--- config.mk ---
export PLATFORM = sky130hd
export DESIGN_NAME = instr_fetch
export DESIGN_NICKNAME = d
export VERILOG_FILES = /design/src/rtl/fetch_pkg.sv /design/src/rtl/fetch_fifo.sv /design/src/rtl/instr_fetch.sv
export SDC_FILE = /design/constraint.sdc
export NUM_CORES = 1
export LEC_CHECK = 0
export CELL_PAD_IN_SITES_DETAIL_PLACEMENT = 2
export CELL_PAD_IN_SITES_GLOBAL_PLACEMENT = 2
export CORE_MARGIN = 8
export CORE_UTILIZATION = 43
export CTS_CLUSTER_DIAMETER = 50
export DETAILED_ROUTE_END_ITERATION = 6
export GPL_ROUTABILITY_DRIVEN = 0
export GPL_TIMING_DRIVEN = 0
export PLACE_DENSITY = 0.86
export REMOVE_ABC_BUFFERS = 1
export SKIP_LAST_GASP = 1
export SLEW_MARGIN = 20
export SYNTH_ARGS = -nofsm -noshare
export SYNTH_HDL_FRONTEND = slang
export SYNTH_SLANG_ARGS = --single-unit
--- constraint.sdc ---
create_clock -name CLK -period 4.95 [get_ports CLK]
set_clock_uncertainty 0.15 [all_clocks]
set_input_delay 1.485 -clock CLK [delete_from_list [all_inputs] [get_ports CLK]]
set_output_delay 1.485 -clock CLK [all_outputs]
set_load 0.03 [all_outputs]
--- src/rtl/fetch_pkg.sv ---
// Shared types and constants for the instruction fetch front end.
package fetch_pkg;

  // Fetch sequencer states
  typedef enum logic [1:0] {
    S_IDLE  = 2'd0,  // no request outstanding
    S_BUSY  = 2'd1,  // request outstanding, returned word will be queued
    S_FLUSH = 2'd2   // request outstanding, returned word will be dropped
  } fetch_state_e;

  // Default fetch address after reset; matches the PC reset value
  localparam logic [31:0] RESET_ADDR_DEF = 32'h1A000000;

  // One queued entry: fetch address in the upper half, instruction below
  localparam int ENTRY_W = 64;

  typedef struct packed {
    logic [31:0] pc;
    logic [31:0] instr;
  } fetch_entry_t;

endpackage

--- src/rtl/fetch_fifo.sv ---
// Synchronous FIFO with a single-cycle flush. Flush wins over push and pop.
// Storage is not reset; the head reads as zero while the FIFO is empty.
module fetch_fifo
  import fetch_pkg::*;
#(
  parameter int DEPTH  = 4,
  parameter int DATA_W = ENTRY_W
) (
  input  logic                     clk,
  input  logic                     rst,
  input  logic                     push,
  input  logic                     pop,
  input  logic                     flush,
  input  logic [DATA_W-1:0]        din,
  output logic [DATA_W-1:0]        head,
  output logic [$clog2(DEPTH):0]   count
);

  localparam int PTR_W = $clog2(DEPTH);
  localparam int CNT_W = PTR_W + 1;

  logic [DATA_W-1:0] mem [DEPTH];
  logic [PTR_W-1:0]  wr_ptr;
  logic [PTR_W-1:0]  rd_ptr;

  // Pointers and occupancy; pointers wrap naturally since DEPTH is a power of two
  always_ff @(posedge clk or posedge rst) begin
    if (rst) begin
      wr_ptr <= '0;
      rd_ptr <= '0;
      count  <= '0;
    end else if (flush) begin
      wr_ptr <= '0;
      rd_ptr <= '0;
      count  <= '0;
    end else begin
      if (push) wr_ptr <= wr_ptr + PTR_W'(1);
      if (pop)  rd_ptr <= rd_ptr + PTR_W'(1);
      count <= count + CNT_W'(push) - CNT_W'(pop);
    end
  end

  // Entry storage, written only on a non-flushed push
  always_ff @(posedge clk) begin
    if (push && !flush) mem[wr_ptr] <= din;
  end

  // Head entry, forced to zero when empty so reset shows a clean output
  always_comb begin
    head = '0;
    if (count != '0) head = mem[rd_ptr];
  end

endmodule

--- src/rtl/instr_fetch.sv ---
// Instruction fetch front end: single-outstanding memory requests feeding a
// small address+instruction queue for decode, with branch-redirect discard.
module instr_fetch
  import fetch_pkg::*;
#(
  parameter int          DEPTH      = 4,
  parameter logic [31:0] RESET_ADDR = RESET_ADDR_DEF
) (
  input  logic        CLK,
  input  logic        RES,
  input  logic [31:0] PC_IN,
  output logic        PC_ENABLE,
  input  logic        REDIRECT,
  output logic        MEM_REQ,
  output logic [31:0] MEM_ADDR,
  input  logic        MEM_ACK,
  input  logic [31:0] MEM_RDATA,
  output logic [31:0] INSTR,
  output logic [31:0] INSTR_PC,
  output logic        INSTR_VALID,
  input  logic        INSTR_READY
);

  localparam int CNT_W = $clog2(DEPTH) + 1;

  fetch_state_e     state_q, state_d;
  logic [31:0]      addr_q, addr_d;
  logic [CNT_W-1:0] cnt;
  logic             push, pop, room_after;
  fetch_entry_t     head, din;

  // A redirect cycle ignores the decoder handshake; the queue is flushed instead
  assign pop = INSTR_VALID & INSTR_READY & ~REDIRECT;

  // Will the queue still have space after this cycle's push (and pop)?
  assign room_after = pop ? (cnt < CNT_W'(DEPTH)) : (cnt < CNT_W'(DEPTH - 1));

  assign din = '{pc: addr_q, instr: MEM_RDATA};

  fetch_fifo #(
    .DEPTH  (DEPTH),
    .DATA_W (ENTRY_W)
  ) u_fifo (
    .clk   (CLK),
    .rst   (RES),
    .push  (push),
    .pop   (pop),
    .flush (REDIRECT),
    .din   (din),
    .head  (head),
    .count (cnt)
  );

  // State and fetch address registers
  always_ff @(posedge CLK or posedge RES) begin
    if (RES) begin
      state_q <= S_IDLE;
      addr_q  <= RESET_ADDR;
    end else begin
      state_q <= state_d;
      addr_q  <= addr_d;
    end
  end

  // Next state, next address, PC advance and queue push
  always_comb begin
    state_d   = state_q;
    addr_d    = addr_q;
    PC_ENABLE = 1'b0;
    push      = 1'b0;
    case (state_q)
      S_IDLE: begin
        // PC_IN is stale during a redirect, so wait one cycle before issuing
        if (!REDIRECT && (cnt < CNT_W'(DEPTH))) begin
          addr_d  = PC_IN;
          state_d = S_BUSY;
        end
      end
      S_BUSY: begin
        if (REDIRECT) begin
          state_d = MEM_ACK ? S_IDLE : S_FLUSH;
        end else if (MEM_ACK) begin
          push      = 1'b1;
          PC_ENABLE = 1'b1;
          if (room_after) addr_d  = addr_q + 32'd4;
          else            state_d = S_IDLE;
        end
      end
      S_FLUSH: begin
        // The outstanding request must complete; its data is discarded
        if (MEM_ACK) state_d = S_IDLE;
      end
      default: state_d = S_IDLE;
    endcase
  end

  assign MEM_REQ     = (state_q != S_IDLE);
  assign MEM_ADDR    = addr_q;
  assign INSTR_VALID = (cnt != '0);
  assign INSTR       = head.instr;
  assign INSTR_PC    = head.pc;

endmodule

==> results of run 1 <==
==> state kept, by name, summed over array words and instances, names as in the netlist <==
signal and count:
u_fifo.mem 256, u_fifo.rd_ptr 2, state_q 2, u_fifo.count 3, MEM_ADDR 32, u_fifo.wr_ptr 2
==> final timing paths <==
| check | start | end | depth (start not counted) |
|---|---|---|---|
| hold / removal | MEM_ADDR[0] | u_fifo.mem[0][32] | 0 |
| setup reg to reg | state_q[1] | MEM_ADDR[23] | 4 |
| hold reg to reg | MEM_ADDR[0] | u_fifo.mem[0][32] | 0 |
| setup / recovery | REDIRECT | PC_ENABLE | 3 |
| min in group asynchronous | RES | u_fifo.rd_ptr[0] | 2 |
| max in group asynchronous | RES | MEM_ADDR[27] | 3 |
==> routing by layer <==
layer | track usage [%] | wire length [µm] | vias up
li1 | - | - | 3225
met1 | 27.4 | 15400 | 3939
met2 | 38.3 | 19200 | 235
met3 | 5.02 | 2080 | 65
met4 | 5.43 | 765 | 2
met5 | 0 | 12 | -
==> layout by cell type, fill, tap and decap left out, types with 7 or more instances in the layout <==
cell | synthesis | routed
a211oi_1 | 7 | 7
a21oi_1 | 22 | 22
and2_1 | 72 | 68
buf_16 | 0 | 8
clkbuf_16 | 0 | 39
clkdlybuf4s50_1 | 0 | 166
dfrtp_1 | 38 | 36
edfxtp_1 | 256 | 256
ha_1 | 8 | 8
inv_1 | 11 | 10
mux2i_1 | 10 | 10
mux4_2 | 64 | 64
nand2_1 | 28 | 28
nand2b_1 | 8 | 7
nand3_1 | 15 | 15
nand4_1 | 12 | 12
nor2_1 | 26 | 25
nor3_1 | 11 | 11
o21ai_0 | 14 | 14
==> final cells by class <==
| class | instances | area [µm²] |
|---|---|---|
| clock buffers | 46 | 1010 |
| clock inverters | 22 | 236 |
| fillers | 2542 | 12600 |
| inverters | 11 | 41.3 |
| multi-input cells | 376 | 3480 |
| flip-flops and latches | 297 | 8720 |
| well taps | 384 | 480 |
| repair buffers | 181 | 1970 |
==> critical path: cells and delay by family <==
kind          cells  cell delay [ns]
buf+inv           2             1.18
simple gates      1             0.36
==> through the flow <==
step / utilization (%) / total power, mW / setup WS [ns] / area (µm²) / instances
final: 55.9 / 9.74 / 0.279 / 15900 / 1317
after global routing: 55.9 / 10.1 / 0.189 / 15900 / 1317
after CTS: 55.8 / 9.84 / 0.0939 / 15900 / 1314
after detailed placement: 51.4 / 7.01 / -0.298 / 14700 / 1246
after global placement: 50.2 / 6.84 / -2.02 / 14300 / 1235
after floorplan: - / 5.39 / -0.194 / 12200 / 684
==> kinds of logic (layout without fill, tap and decap cells) <==
group                      after synthesis  after routing  synth area share [%]
buffers and inverters                   52            260                  1.86
AOI/OAI and AO/OA                       75             75                  3.97
DFF                                    297            297                  70.5
adders and majority gates                9              9                 0.971
and+or+nand+nor                        213            213                  9.90
muxes                                   75             75                  12.6
xor gates and xnor gates                 4              4                 0.283
==> report_power, final <==
part	internal (mW)	switching (mW)	total (mW)
Clock	1.68	1.09	2.77
Sequential	3.09	0.434	3.53
Combinational	1.46	1.99	3.44
==> timing repair <==
action,in CTS,in global routing
hold buffers,0,0
resized for setup,3,0
gates cloned,0,0
endpoints found under the setup margin,1,1
buffers inserted,0,3
==> out/metrics.csv, run 1 <==
stage,metric,value,unit
outcome,status,"complete, no violations",
logic_synthesis,yosysMostFrequentCell,edfxtp_1,
pwr,ir_drop,0.000309,V
setup_path,cpPeakStageDelay,0.74,ns
sta,drv_slew,0,
cells_and_area,area_growth_syn_to_layout,28.9,%
clock_tree,cts_sinks,297,
logic_synthesis,synth_top_area_share,62.1,%
drt,wl_per_cell,28.4,µm
clock_tree,worstSkewPairLatency,0.52,ns
sta,period_needed,4.67,ns
logic_synthesis,ys_ff_latch,297,
clock_tree,cts_buffers,38,
sta,timing.final.hold_violations,0,
placement,numPortBuffers,167,
cells_and_area,drive_above_1_share,17.1,%
sta,tns,0,ns
setup_path,cp-end-kind,output pin,
die,die-area,34500,µm²
grt,grt-ovfl-total,0,
logic_synthesis,synth_area,12400,µm²
sta,tightest_slew,1.12,ns
setup_path,slowest_stage,clkdlybuf4s50_1,
placement,hpwl,23200,µm
logic_synthesis,yosysWarningCount,0,
logic_synthesis,async_reset_ff_share,13.8,%
setup_path,path_max_fanout,14,
setup_path,start_kind,input port,
hold_path,hp-class,flop to flop,
setup_path,timing.critical_path.cells,clkdlybuf4s50_1 > nor2_4 > dlygate4sd2_1,
setup_path,r2r_setup_slack,1.71,ns
setup_path,crit_type,input port to output pin,
die,start_util,43.3,%
die,ios,168,
drt,drt_pass1_iterations,4,
grt,grtUsageTotal,22.0,%
drt,ant_nets,0,
drt,wl,37500,µm
sta,min_period_over_period,94.4,%
drt,drtIter0Drc,359,
die,die_w,186,µm
logic_synthesis,syn_inst,725,
clock_tree,ctsLongestPathBuffers,3,
logic_synthesis,netlist_top_cells_area,"edfxtp_1 (62%), mux4_2 (12%), dfrtp_1 (7.7%), and2_1 (3.6%), a21oi_1 (0.89%)",
logic_synthesis,yosys-top-cells-count,"edfxtp_1 (256), and2_1 (72), mux4_2 (64)",
die,fp.coreArea,28500,µm²
cells_and_area,num_antenna_cells,0,
clock_tree,h-tree-depth,2,
sta,relSlewSlack,24.7,%
grt,grt_max_degree,43,
logic_synthesis,ys_seq_area_share,70.5,%
die,die_y,186,µm
die,rows,62,
setup_path,required,3.31,ns
sta,setup_violations,0,
drt,drc,0,
clock_tree,ctsRootBufferMaster,clkbuf_16,
grt,grt_pass1_wl,55900,µm
logic_synthesis,synth-edff-count,256,
grt,grt_pass1_vias,8537,
cells_and_area,final_nets,983,
pwr,p_per_area,611,nW/µm²
grt,antenna_found_initial,1,
logic_synthesis,ys_types,63,
sta,rsz0062_at_grt,no,
logic_synthesis,avgSynthCellArea,17.1,µm²
sta,fmax,214,MHz
sta,hold_slack,0.434,ns
logic_synthesis,yosys.area.top_type,edfxtp_1,
setup_path,cp_data_arrival_time,3.04,ns
pwr,power_leakage,5.26,nW
drt,viasPerCell,5.67,
job,drv_cap,0,
logic_synthesis,synth_flop_cell,edfxtp_1,
clock_tree,tritoncts,yes,
clock_tree,path_clk_slew,0.05,ns
drt,vias,7466,
Power figures use the tool's default switching activity.
==> inputs of run 2 (changes only) <==
--- a/config.mk
+++ b/config.mk
@@ -5,6 +5,7 @@
 export SDC_FILE = /design/constraint.sdc
 export NUM_CORES = 1
 export LEC_CHECK = 0
+export ABC_CLOCK_PERIOD_IN_PS = 4950
 export CELL_PAD_IN_SITES_DETAIL_PLACEMENT = 2
 export CELL_PAD_IN_SITES_GLOBAL_PLACEMENT = 2
 export CORE_MARGIN = 8
@@ -12,7 +13,6 @@
 export CTS_CLUSTER_DIAMETER = 50
 export DETAILED_ROUTE_END_ITERATION = 6
 export GPL_ROUTABILITY_DRIVEN = 0
-export GPL_TIMING_DRIVEN = 0
 export PLACE_DENSITY = 0.86
 export REMOVE_ABC_BUFFERS = 1
 export SKIP_LAST_GASP = 1
==> constraint.sdc (replaced) <==
create_clock -name CLK -period 4.95 [get_ports CLK]
set_clock_uncertainty 0.15 [all_clocks]
set_input_delay 0.7425 -clock CLK [delete_from_list [all_inputs] [get_ports CLK]]
set_output_delay 0.7425 -clock CLK [all_outputs]
set_load 0.03 [all_outputs]
==> out/metrics.csv, run 2 (synthesized netlist as in run 1, its figures left out) <==
stage,metric,value,unit,change
grt,grt-ovfl-total,0,,unchanged
outcome,status,"complete, no violations",,unchanged
setup_path,slowest_stage,dfrtp_4,,was clkdlybuf4s50_1
pwr,netSwitchingPower,3.47,mW,was 3.51 mW
drt,wl,36300,µm,"was 37,500 µm"
cells_and_area,largest_reg_flops,256,,unchanged
sta,drv_slew,0,,unchanged
drt,viasPerCell,5.67,,about the same
setup_path,timing.critical_path.cells,buf_4 > mux4_2 > and2_1 > clkdlybuf4s50_1,,was clkdlybuf4s50_1 > nor2_4 > dlygate4sd2_1
setup_path,required,4.06,ns,was 3.31 ns
clock_tree,post-cts-setup-buffer-count,0,,unchanged
die,die_y,186,µm,unchanged
cells_and_area,num_antenna_cells,0,,unchanged
job,drv_cap,0,,unchanged
pwr,p_total,9.63,mW,was 9.74 mW
drt,ant_nets,0,,unchanged
cells_and_area,top_register,u_fifo.mem,,unchanged
die,die_w,186,µm,unchanged
cells_and_area,final_util,55.0,%,was 55.9%
clock_tree,worstSkewPairLatency,0.51,ns,was 0.52 ns
cells_and_area,area_growth_syn_to_layout,27.0,%,was 28.9%
clock_tree,hold_buffers,0,,unchanged
drt,drc,0,,unchanged
setup_path,cpPeakStageDelay,0.82,ns,was 0.74 ns
grt,grt_max_degree,66,,was 43
die,rows,62,,unchanged
cells_and_area,drive_above_1_share,16.2,%,was 17.1%
sta,relSlewSlack,27.3,%,was 24.7%
pwr,p_int,6.17,mW,was 6.22 mW
sta,tightest_slew,1.09,ns,was 1.12 ns
clock_tree,path_clk_slew,0.06,ns,was 0.05 ns
setup_path,crit_type,flop to output pin,,was input port to output pin
pwr,power_leakage,5.16,nW,was 5.26 nW
pwr,seqPwrFrac,37.2,%,was 36.2%
sta,timing.final.hold_violations,0,,unchanged
pwr,ir_drop,0.000354,V,was 0.000309 V
die,ios,168,,unchanged
grt,antenna_found_initial,2,,was 1
clock_tree,ctsLongestPathBuffers,3,,unchanged
drt,drt_pass1_iterations,4,,unchanged
sta,rsz0062_at_grt,no,,unchanged
sta,fmax,247,MHz,was 214 MHz
sta,period_needed,4.04,ns,was 4.67 ns
pwr,clkPwrFrac,28.5,%,was 28.4%
die,start_util,43.3,%,unchanged
clock_tree,cts_resized,0,,was 3
die,fp.coreArea,28500,µm²,unchanged
pwr,swShare,36.0,%,was 36.1%
drt,wl_per_cell,27.6,µm,was 28.4 µm
pwr,combPwrFrac,34.2,%,was 35.4%
clock_tree,tritoncts,yes,,unchanged
grt,grt_pass1_wl,55000,µm,"was 55,900 µm"
drt,vias,7453,,"was 7,466"
setup_path,cp_data_arrival_time,3.15,ns,was 3.04 ns
drt,drtIter0Drc,388,,was 359
clock_tree,cts_sinks,297,,unchanged
sta,setup_violations,0,,unchanged
setup_path,start_kind,flop,,was input port
clock_tree,cts_buffers,38,,unchanged
grt,grt_pass1_vias,8435,,"was 8,537"
placement,hpwl,22300,µm,"was 23,200 µm"
cells_and_area,layout_common_cells,"edfxtp_1 (256), clkdlybuf4s50_1 (167), and2_1 (68)",,"was edfxtp_1 (256), clkdlybuf4s50_1 (166), and2_1 (68)"
clock_tree,ctsRootBufferMaster,clkbuf_16,,unchanged
setup_path,path_max_fanout,27,,was 14
setup_path,cp-end-kind,output pin,,unchanged
sta,tns,0,ns,unchanged
cells_and_area,final_nets,979,,was 983
clock_tree,h-tree-depth,2,,unchanged
pwr,p_per_area,613,nW/µm²,was 611 nW/µm²
sta,min_period_over_period,81.6,%,was 94.4%
hold_path,hp-class,flop to flop,,unchanged
placement,numPortBuffers,167,,unchanged
cells_and_area,final_common_cell,edfxtp_1,,unchanged
grt,grtUsageTotal,21.4,%,was 22.0%
die,die-area,34500,µm²,unchanged
## run 2: changes by cell type in the layout (fill, tap and decap cells not counted), sizes merged, moves of 2 or more
cell,delta
buf,-4
clkbuf,+3
inv,-3
clkinvlp,+2
## run 2: final cells by class
class                           count  area (µm²)
Fill cell                        2523       12800
Timing Repair Buffer              177        1760
Inverter                           11        41.3
Clock inverter                     21         190
Clock buffer                       49        1070
Multi-Input combinational cell    376        3450
Sequential cell                   297        8720
Tap cell                          384         480
## run 2: worst max-delay path, delay by kind of cell (launching register included)
kind / cells / cell delay, ns
multiplexers: 1 / 0.54
AND/OR/NAND/NOR: 1 / 0.18
flip-flops: 1 / 0.82
buffers and inverters: 2 / 1.07
## run 2: routing by layer
metal / GRT usage (%) / up-vias / share of wire [%]
li1: - / 3230 / -
met1: 27.7 / 3948 / 43
met2: 36.5 / 221 / 50
met3: 4.68 / 50 / 5.7
met4: 4.83 / 4 / 1.7
met5: 0 / - / 0.061
## run 2: power groups by stage
stage          Clock [mW]  Sequential (mW)  Combinational, mW
6_report             2.75             3.58               3.30
5_1_grt              2.89             3.64               3.51
4_1_cts              2.81             3.59               3.36
3_5_place_dp            0             3.64               3.30
3_3_place_gp            0             3.60               3.19
2_1_floorplan           0             3.75               1.64
## run 2: final timing paths
kind                                endpoint  slack (ns)  cells after the start             start
max                                 INSTR[2]        0.91                      4  u_fifo.rd_ptr[0]
min                        u_fifo.mem[0][32]        0.43                      0       MEM_ADDR[0]
max reg2reg                  u_fifo.count[2]        1.79                     10   u_fifo.count[2]
min reg2reg                u_fifo.mem[0][32]        0.43                      0       MEM_ADDR[0]
max in group asynchronous   u_fifo.rd_ptr[0]        3.58                      3               RES
min in group asynchronous    u_fifo.count[0]        0.59                      3               RES
## run 2: stage by stage
stage	area (µm²)	worst slack (ns)	instances	hold WS [ns]
floorplan	12200	0.548	684	0.379
global placement	14400	1.36	1245	0.391
detailed placement	14400	1.32	1245	0.406
CTS	15700	0.811	1315	0.428
global route	15700	0.670	1315	0.462
finish	15700	0.909	1315	0.425
